## src/rtl/pc_register.sv

```systemverilog
// Program counter register for the datapath. Each clock edge it clears, loads a jump/branch target,
// increments, or holds. Clear has the highest priority, then load, then increment.
module pc_register #(
    parameter int                    ADDR_WIDTH  = 21,
    parameter logic [ADDR_WIDTH-1:0] RESET_VALUE = '0
) (
    input  logic                  Clk,
    input  logic                  Rst_n,
    input  logic                  PC_Clr,
    input  logic                  PC_Load,
    input  logic                  PC_Inc,
    input  logic [ADDR_WIDTH-1:0] Dest_Reg,
    output logic [ADDR_WIDTH-1:0] PC_Out
);

    // The increment wraps modulo 2^ADDR_WIDTH, and there is no overflow indication.
    always_ff @(posedge Clk or negedge Rst_n) begin
        if (!Rst_n) begin
            PC_Out <= RESET_VALUE;
        end else if (PC_Clr) begin
            PC_Out <= RESET_VALUE;
        end else if (PC_Load) begin
            PC_Out <= Dest_Reg;
        end else if (PC_Inc) begin
            PC_Out <= PC_Out + ADDR_WIDTH'(1);
        end
    end

endmodule

```

## config.mk

```make
export PLATFORM = sky130hd
export DESIGN_NAME = pc_register
export DESIGN_NICKNAME = d
export VERILOG_FILES = /design/src/rtl/pc_register.sv
export SDC_FILE = /design/constraint.sdc
export NUM_CORES = 1
export LEC_CHECK = 0
export ABC_AREA = 1
export BUFFER_PORTS_ARGS = -buffer_cell sky130_fd_sc_hd__buf_2
export CORE_AREA = 5 5 66 68
export CTS_CLUSTER_SIZE = 12
export DETAILED_ROUTE_END_ITERATION = 10
export DIE_AREA = 0 0 71 73
export PLACE_DENSITY = 0.71
export SLEW_MARGIN = 20
export SYNTH_ARGS = -nofsm -noshare
export SYNTH_HDL_FRONTEND = slang
export SYNTH_SLANG_ARGS = --single-unit
```

## constraint.sdc

```tcl
create_clock -name Clk -period 1.4 [get_ports Clk]
set_clock_uncertainty 0.15 [all_clocks]
set_input_delay 0.14 -clock Clk [delete_from_list [all_inputs] [get_ports Clk]]
set_output_delay 0.14 -clock Clk [all_outputs]
set_load 0.01 [all_outputs]
```

# After elaboration in Yosys (flattened, before gate mapping)
# Index checks and enable logic that the tools add are counted.
[totals]
ff_bits = 21
output_inout_bits = 21
inputBits = 26
[classes]
reduce_logical = 1
addsub = 1
n_mux = 3
[ops]
columns = ["cell", "count"]
rows = [
  ["21-bit two-way mux", 3],
  ["21-bit by 1-bit adder with 21-bit output, second input constant", 1],
  ["3-bit nonzero test", 1],
]

# Longest topological paths before layout
[logic_depth]
depth_word = 4
ltp_mapped = 10

# Least setup slack after synthesis
# Ideal clock, no wire load.
[synth_timing]
kind = "reg2reg"
startpoint = "register PC_Out[1]"
endpoint = "register PC_Out[20]"
t_arrival_ps = 1273
path_buffers = 0
slack_ps = -140
stages_incl_launch_ff = 11
synth_period_minus_slack_ps = 1540
path_cell_list = "dfrtp_1 ha_1 nand2_2 nor2_4 nand2_2 nor2_2 nand2_1 nand2_1 nand3_1 nand2_1 nand2_1"
[synth_between]
elab_chain_len = 4
[synth_lines]
columns = ["item", "line", "text"]
rows = [
  ["start: declaration", "13", "output logic [ADDR_WIDTH-1:0] PC_Out"],
  ["start signal: assignment", "23", "PC_Out <= Dest_Reg;"],
  ["start signal: assignment", "25", "PC_Out <= PC_Out + ADDR_WIDTH'(1);"],
  ["21-bit by 1-bit adder with 21-bit output", "25", ""],
  ["21-bit two-way mux", "24", "end else if (PC_Inc) begin"],
  ["21-bit two-way mux", "22", "end else if (PC_Load) begin"],
  ["21-bit two-way mux", "20", "end else if (PC_Clr) begin"],
]
# No other way between the ends. The select of a mux whose other input is x is not followed.
# A chain may end at the register's enable or synchronous reset.

# Final worst setup path
[layout_timing]
startpoint = "register PC_Out[0]"
endpoint = "register PC_Out[14]"
# Same word-level chain as after synthesis.

==> results by group <==
Status
  – Status: finished with violations
  – Violated checks: negative setup slack

Timing
  – Fin. max-slew vios: 0
  – Setup violators final: 17
  – Fin crit share: 111%
  – Slew HR: 64.7%
  – Hold slack: 0.0196 ns
  – Final Hold Vio Count: 0
  – Fmax: 642 MHz
  – Setup TNS Final: -1.55 ns
  – Min cycle time layout: 1.56 ns
  – PnR worst setup slack: -0.159 ns
  – Worst Tran Pin Value: 0.529 ns
  – Unrepaired setup endpoints after global routing: yes

Placed design
  – DP HPWL: 3300 um
  – Dpl cells: 363
  – RePlAce Congestion: 0.833
  – Pre-CTS setup slack: -0.132 ns
  – # port buffers: 46
  – DP Area: 0.00207 sq mm

Final layout
  – Layout area overhead: 43.1%
  – Largest register FFs: 21
  – Post-route cell area: 0.00227 sq mm
  – Final core occ: 59.7%
  – Reg with most FFs: PC_Out
  – Post-layout nets: 351
  – Top flop regs: PC_Out: 21 flops
  – Fillers: 364
  – ANT cells: 0
  – Non-filler cells, final: 373
  – Layout cells sized above 1: 34.7%

Logic synthesis
  – Post-synth EDFFs: 0
  – Synth area leaders: dfrtp_1, nand2_1, nor2_1
  – Syn_area_per_cell: 6.41 sq um
  – Mapped cell area: 0.00158 sq mm
  – Top FF cell, synth: dfrtp_1
  – Top-area cell type share of the netlist area: 33.2%
  – Post-synth cell types: 24
  – Register area share after synthesis: 33.2%
  – Post-synthesis instance total: 247
  – FF+latch count, synth: 21
  – Synth warn: 0
  – Mapped Nets: 274
  – Top cell type by total area after synthesis: dfrtp_1
  – Async S/R FF share, synth: 100%

Pwr
  – Total chip power: 1.57 mW
  – Pleak: 1.15 nW
  – Max IR drop VDD: 0.270 mV
  – Pwr/cell area: 694 mW/mm^2

Worst hold path
  – Min-delay src: Dest_Reg[1]
  – Hold WC Path Type: in -> reg

Clock tree
  – CTS Sinks: 21
  – Cts bufs inserted: 3
  – Clk Latency, worst-skew pair: 0.27 ns
  – CTS Root Cell: clkbuf_8
  – Clk buf depth: 2
  – H-tree Lvls: 1
  – CTS tree: yes
  – Clock slew at reported path FFs: 0.08 ns

Global routing
  – Total GRT Usage: 19.0%
  – Remaining global-route overflow: 0
  – First-pass GRT wire length: 7880 um
  – Vias in the first global route: 1791
  – Initial antenna violation count: 0
  – Largest net degree at the start of global routing: 28

Floorplan
  – Starting Density: 41.7%
  – # rows: 23
  – Die H: 73 um
  – IO Pins: 47
  – Die width: 71 um
  – Die area: 0.00518 sq mm
  – Core ar.: 0.00380 sq mm

Detailed routing
  – Routed Antenna Nets: 0
  – Via/cell ratio: 4.84
  – DRT Pass-1 Iters: 4
  – DRT Wirelength: 4650 um
  – DRC Markers: 0
  – Via count: 1807
  – WL per Instance: 12.5 um
  – 1st-iter DRT viols: 85

Flow run
  – Max-cap violations: 0

Setup path
  – WS Path Type: reg -> reg
  – Critical path fanouts, max: 3
  – Crit path capture type: flop
  – RR Startpoint: PC_Out[0]$_DFFE_PN0P_
  – Crit path from: PC_Out[0]$_DFFE_PN0P_
  – WP data arrival: 1.55 ns
  – Worst Path Required: 1.39 ns
  – Crit start category: flop
[power by group]
group          switching (mW)  leakage, nW  internal [mW]
Clock                   0.218       0.0228          0.204
Combinational           0.231        0.854          0.210
Sequential             0.0571        0.270          0.654
Total                   0.506         1.15           1.07
[Yosys cell counts, types with 2 or more instances]
| cell type | count |
|---|---|
| nand2_2 | 6 |
| inv_1 | 25 |
| nor2_1 | 56 |
| nand4_1 | 4 |
| o31ai_1 | 2 |
| o21bai_1 | 2 |
| nand3_1 | 23 |
| xor2_1 | 8 |
| clkbuf_1 | 2 |
| dfrtp_1 | 21 |
| nor2_4 | 5 |
| o21ai_1 | 3 |
| o21ai_0 | 12 |
| nand2_1 | 64 |
| buf_2 | 4 |
| a21oi_1 | 2 |
[path summary, 6_finish.rpt]
path / slack, ns / cells after the start / to
min in group asynchronous: 0.23 / 2 / PC_Out[1]$_DFFE_PN0P_
min: 0.02 / 3 / PC_Out[1]$_DFFE_PN0P_
max: -0.16 / 9 / PC_Out[14]$_DFFE_PN0P_
max reg2reg: -0.16 / 9 / PC_Out[14]$_DFFE_PN0P_
min reg2reg: 0.38 / 2 / PC_Out[20]$_DFFE_PN0P_
max in group asynchronous: 0.49 / 2 / PC_Out[6]$_DFFE_PN0P_
[worst max-delay path, stage by stage, from the launching register on]
cell and delay, ns:
dfrtp_1 0.41, ha_4 0.17, buf_4 0.11, nand3_2 0.12, nor2_4 0.14, nand3_1 0.08
nand2_1 0.06, nand3_1 0.06, nand2_1 0.05, o21ai_0 0.07
[layout make-up]
cell class	instances	area, sq um	area share (%)
multi-input combinational	194	1010	44.5
sequential	21	531	23.4
timing repair buffer	79	526	23.2
inverter	25	93.8	4.14
tap	50	62.6	2.76
clock buffer	4	45.0	1.99
[placed cells by master, fill, tap and decap left out, types with 2 or more instances in the layout]
cell / Yosys / routed
xor2_1: 8 / 8
nand2_1: 64 / 64
buf_12: 0 / 2
nand3_1: 23 / 19
buf_2: 4 / 44
dfrtp_2: 0 / 4
clkbuf_8: 1 / 3
dfrtp_1: 21 / 17
inv_2: 0 / 2
inv_1: 25 / 23
buf_4: 0 / 28
o21bai_1: 2 / 2
o21ai_0: 12 / 5
nand3_2: 1 / 4
nor2_1: 56 / 51
nand4_1: 4 / 4
o21ai_1: 3 / 9
nor2_4: 5 / 8
a21oi_1: 2 / 2
buf_6: 0 / 4
nand2_4: 0 / 3
o31ai_1: 2 / 2
nand2_2: 6 / 3
nor2_2: 1 / 3
[timing repair]
item | 4_1_cts | 5_1_grt
resized for setup | 10 | 22
pin swaps | 4 | 9
setup endpoints to repair | 16 | 21
endpoints found under the hold margin | 21 | 0
hold buffers | 1 | 0
buffers inserted | 3 | 3
[cells by family (layout without fill, tap and decap cells)]
logic type / Yosys count / after routing / synth area share (%)
buffers and inverters: 32 / 108 / 8.53
XOR/XNOR: 8 / 8 / 4.42
AO/OA/AOI/OAI: 22 / 22 / 7.66
flip-flops: 21 / 21 / 33.2
adder cells (fa/ha/maj): 1 / 1 / 0.790
AND/OR/NAND/NOR: 163 / 163 / 45.4
[metal layers]
layer | vias to the layer above | GRT usage, % | share of wire [%]
met3 | 12 | 3.17 | 5.3
met4 | 0 | 7.93 | 2.7
met1 | 814 | 23.3 | 43
met2 | 56 | 32.9 | 49
met5 | - | 0 | 0
li1 | 925 | - | -
Power figures use the tool's default switching activity.
